[config.mk]
export PLATFORM = sky130hd
export DESIGN_NAME = pc_sequencer
export DESIGN_NICKNAME = d
export VERILOG_FILES = /design/src/rtl/pc_sequencer.sv
export SDC_FILE = /design/constraint.sdc
export NUM_CORES = 1
export LEC_CHECK = 0
export CORE_ASPECT_RATIO = 1.2
export CORE_MARGIN = 2
export CORE_UTILIZATION = 49
export CTS_CLUSTER_DIAMETER = 50
export DETAILED_ROUTE_END_ITERATION = 12
export PLACE_DENSITY = 0.9
export SYNTH_ARGS = -nofsm -noshare
export SYNTH_HDL_FRONTEND = slang
export SYNTH_SLANG_ARGS = --single-unit
[constraint.sdc]
create_clock -name clk -period 7.3 [get_ports clk]
set_input_delay 1.46 -clock clk [delete_from_list [all_inputs] [get_ports clk]]
set_output_delay 1.46 -clock clk [all_outputs]
set_load 0.05 [all_outputs]
[src/rtl/pc_sequencer.sv]
// pc_sequencer: fetch-stage PC register with branch/jump/jr resolution, delay-slot semantics and redirect counting
module pc_sequencer #(
  parameter logic [31:0] RESET_PC = 32'h0000_3000
) (
  input  logic        clk,
  input  logic        reset,
  input  logic        stall,
  input  logic        imem_ready,
  input  logic [31:0] instr_d,
  input  logic [31:0] pc_d,
  input  logic [31:0] rs_val,
  input  logic [31:0] rt_val,
  input  logic [2:0]  jmp_op,
  output logic [31:0] pc_f,
  output logic        fetch_en,
  output logic [31:0] link_d,
  output logic        taken,
  output logic        addr_err,
  output logic [31:0] br_cnt
);
  typedef enum logic [1:0] {BOOT, RUN, ERR} state_t;
  state_t r_state, w_state_nxt;
  logic [31:0] r_pc, r_br_cnt, w_pc_d4, w_bt, w_jt, w_pc_nxt;
  logic r_addr_err, w_adv, w_beq, w_bne, w_j, w_jr, w_br_taken, w_mis;
  assign w_beq = jmp_op == 3'd1;
  assign w_bne = jmp_op == 3'd2;
  assign w_j = jmp_op == 3'd3;
  assign w_jr = jmp_op == 3'd4;
  assign w_pc_d4 = pc_d + 32'd4;
  assign w_bt = w_pc_d4 + {{14{instr_d[15]}}, instr_d[15:0], 2'b00};
  assign w_jt = {w_pc_d4[31:28], instr_d[25:0], 2'b00};
  assign w_br_taken = (w_beq & (rs_val == rt_val)) | (w_bne & (rs_val != rt_val));
  assign taken = w_br_taken | w_j | w_jr;
  // misalignment only matters when the jr target would actually be applied
  assign w_mis = w_jr & (rs_val[1:0] != 2'b00);
  assign w_adv = (r_state == RUN) & ~stall & imem_ready;
  assign w_pc_nxt = w_br_taken ? w_bt : w_j ? w_jt : w_jr ? rs_val : r_pc + 32'd4;
  always_comb begin
    w_state_nxt = r_state;
    if (r_state == BOOT) w_state_nxt = RUN;
    else if (r_state == RUN && w_adv && w_mis) w_state_nxt = ERR;
  end
  always_ff @(posedge clk) begin
    if (reset) begin
      r_state <= BOOT;
      r_pc <= RESET_PC;
      r_br_cnt <= 32'd0;
      r_addr_err <= 1'b0;
    end else begin
      r_state <= w_state_nxt;
      if (w_adv) begin
        if (w_mis) r_addr_err <= 1'b1;
        else begin
          r_pc <= w_pc_nxt;
          if (taken) r_br_cnt <= r_br_cnt + 32'd1;
        end
      end
    end
  end
  assign pc_f = r_pc;
  assign fetch_en = (r_state == RUN) & ~stall;
  assign link_d = pc_d + 32'd8;
  assign addr_err = r_addr_err;
  assign br_cnt = r_br_cnt;
endmodule

==> key figures <==
Clock tree
  – Clk_lat worst skew: 0.33 ns
  – Sink Count: 67
  – CTS clk-pin slew, worst paths: 0.06 ns
  – Clk buf depth: 2
  – Cts hold-fix bufs: 0
  – CTS tree: yes
  – Root buffer cell: clkbuf_16
  – Setup Fix Bufs, Post-CTS: 0
  – Clock buffer count from CTS: 9
  – PostCTS Resize Cnt: 0
  – H-tree Lvls: 3

Synth
  – Synth top area cells: dfxtp_1, xnor2_1, xor2_1
  – Area leader, netlist: dfxtp_1
  – Synth unique cells: 58
  – Post-synth top area share: 0.1975
  – Post-synth net total: 1113
  – Most used DFF post-synth: dfxtp_1
  – Post-synth EDFFs: 0
  – Mean post-synth cell area: 7.224 sq um
  – Synthesized instance count: 940
  – Cell Area, Synth: 6790 sq um
  – Register area share after synthesis: 0.1975
  – Synth Register Bits: 67
  – Synth async-reset ratio: 0
  – Total number of yosys warnings: 0

Global route
  – Grt ovf: 0
  – First-pass GRT wire length: 36.94 mm
  – Total GRT Usage: 0.3034
  – Largest net degree at the start of global routing: 66
  – Met1 Resource Use GR: 0.3585
  – Antenna violations before repair: 0
  – Vias in the first global route: 7280
  – M2 GR Usage: 0.5254
  – GR peak layer: met2
  – Met3 usage: 0.07650

Worst setup path
  – CP startpoint: pc_d[4]
  – Crit start category: input port
  – Critical path endpoint category: output pin
  – R2R Path Start: r_state[0]$_SDFFE_PP0P_
  – Sequence of cells on the critical path: clkdlybuf4s50_1, ha_1, nand4_1, nor3_1, and3_1, and3_1, nand3_1, nor3_1, xor2_1, clkdlybuf4s50_1
  – Crit Path Class: input port to output pin
  – Critical-path top delay cell: clkdlybuf4s50_1
  – Data arrival, critical path: 4.92 ns
  – Crit-path leading delay family: simple AND/OR/NAND/NOR gates
  – Reg2reg setup slack: 4.44 ns
  – WP buf/inv: 2
  – Critical path required time: 5.84 ns
  – Max stage delay on crit path: 0.82 ns
  – CP max FO: 6

Power
  – Pwr Total: 0.001301 W
  – NetSw: 0.0004475 W
  – Gate power share: 0.364
  – Sw frac: 0.3440
  – Worst VDD drop: 0.0001283 V
  – Clock share of power: 0.340
  – Power per standard cell area: 137.9 nW/um^2
  – Sequential Power Share: 0.296
  – P_leak: 3.456 nW
  – Internal power: 0.0008533 W

Cells and area
  – Layout cells sized above 1: 0.02972
  – Multi-input gate area: 5167 sq um
  – Sequential cell area: 1341 sq um
  – Layout Nets: 1312
  – Final core occ: 0.6916
  – Synth-to-Final Area Change: 38.95%
  – FILL cells: 1116
  – Commonest non-fill, non-tap cell in the layout: clkdlybuf4s50_1
  – Most frequent cells in the layout: clkdlybuf4s50_1, nor2_1, xnor2_1
  – # diodes: 0

Floorplan
  – Num ports: 234
  – Rows: 47
  – Die area: 14820 sq um
  – Die width: 111.5 um
  – Starting Density: 0.4977
  – Die height: 133.0 um
  – Core ar.: 13640 sq um

Routing
  – DR pass1 iterations: 5
  – DR WL/cell: 17.74 um
  – 1st-iter DRT viols: 628
  – DRT antenna net count: 0
  – WL final: 23.33 mm
  – Vias per cell: 5.929
  – Via count: 7797
  – Drc violations: 0

Timing
  – Tightest Pin Transition: 1.190 ns
  – Slew margin rel.: 0.2050
  – Setup TNS: 0 ns
  – RSZ-0062 raised after global routing: false
  – Final period util: 0.8735
  – # setup viols final: 0
  – Final hold violation count: 0
  – Max-slew violations: 0
  – Final hold slack: 0.4459 ns
  – Skew final: 0.005982 ns
  – Fmax: 156.8 MHz
  – Fin crit period: 6.377 ns

Placement
  – HPWL after DPL: 18.10 mm
  – # port buffers: 227
  – Placer Congestion: 0.9780

Hold path
  – Min-Delay Path Class: flip-flop to flip-flop
  – Hold path start: addr_err$_SDFFE_PP0P_

Run status
  – Status: finished, final reports clean

Run
  – Max Cap Viol: 0
layer usage:
metal | part of all wire | vias to the layer above
li1 | - | 3752
met1 | 0.39 | 3550
met2 | 0.48 | 432
met3 | 0.096 | 63
met4 | 0.036 | 0
met5 | 0 | -
through the flow:
stage               cells  cell area (sq um)  setup WS [ns]
global route         1315               9435         0.6301
finish               1315               9435         0.9231
global placement     1299               9133          1.022
floorplan             940               6790          2.054
CTS                  1315               9435         0.8919
detailed placement   1299               9133         0.9232
synth_stat cells, drive strengths merged, types with 17 or more instances:
| library cell | n |
|---|---|
| nand3 | 42 |
| dfxtp | 67 |
| o21ai | 28 |
| o211ai | 17 |
| nand2 | 95 |
| a211oi | 27 |
| clkbuf | 37 |
| nand4 | 33 |
| a21oi | 82 |
| ha | 37 |
| xnor2 | 101 |
| nor3 | 21 |
| inv | 22 |
| and3 | 21 |
| nor2 | 126 |
| xor2 | 64 |
kinds of logic (layout without fill, tap and decap cells):
family                   count (synthesis)  after routing  synth area share
adder cells (fa/ha/maj)                 38             38           0.07113
flip-flops                              67             67            0.1975
XOR/XNOR                               165            165            0.2128
AND/OR/NAND/NOR                        384            384            0.2690
AO/OA/AOI/OAI                          217            217            0.2080
buffers and inverters                   69            273           0.04146
flip-flops by register name, indices dropped and copies added (netlist names):
name,count
pc_f,32
br_cnt,32
r_state,2
addr_err,1
tightest hold or removal path: stages, from the launching register on:
cell and delay (ns):
dfxtp_1 0.31, inv_1 0.04, a21oi_1 0.05
final cells by class:
type,count,share of cell area
Multi-Input combinational cell,804,0.5477
Timing Repair Buffer,235,0.2467
Sequential cell,67,0.1422
Clock buffer,11,0.02573
Tap cell,171,0.02268
Inverter,22,0.008752
Clock inverter,5,0.006365
power groups by stage:
stage / logic [W] / registers, W / clock network [W]
3_3_place_gp: 0.000458 / 0.000392 / 0
3_5_place_dp: 0.000465 / 0.000393 / 0
6_report: 0.000473 / 0.000385 / 0.000442
5_1_grt: 0.000507 / 0.000386 / 0.000455
2_1_floorplan: 0.000260 / 0.000415 / 0
4_1_cts: 0.000468 / 0.000385 / 0.000445
path summary, 6_finish.rpt:
kind | to | cells past startpoint
worst max-delay path | link_d[27] | 10
worst min-delay path | addr_err$_SDFFE_PP0P_ | 2
worst max register to register | br_cnt[13]$_SDFFE_PP0P_ | 7
worst min register to register | addr_err$_SDFFE_PP0P_ | 2
Note: power is estimated with default switching activity, not from simulation.
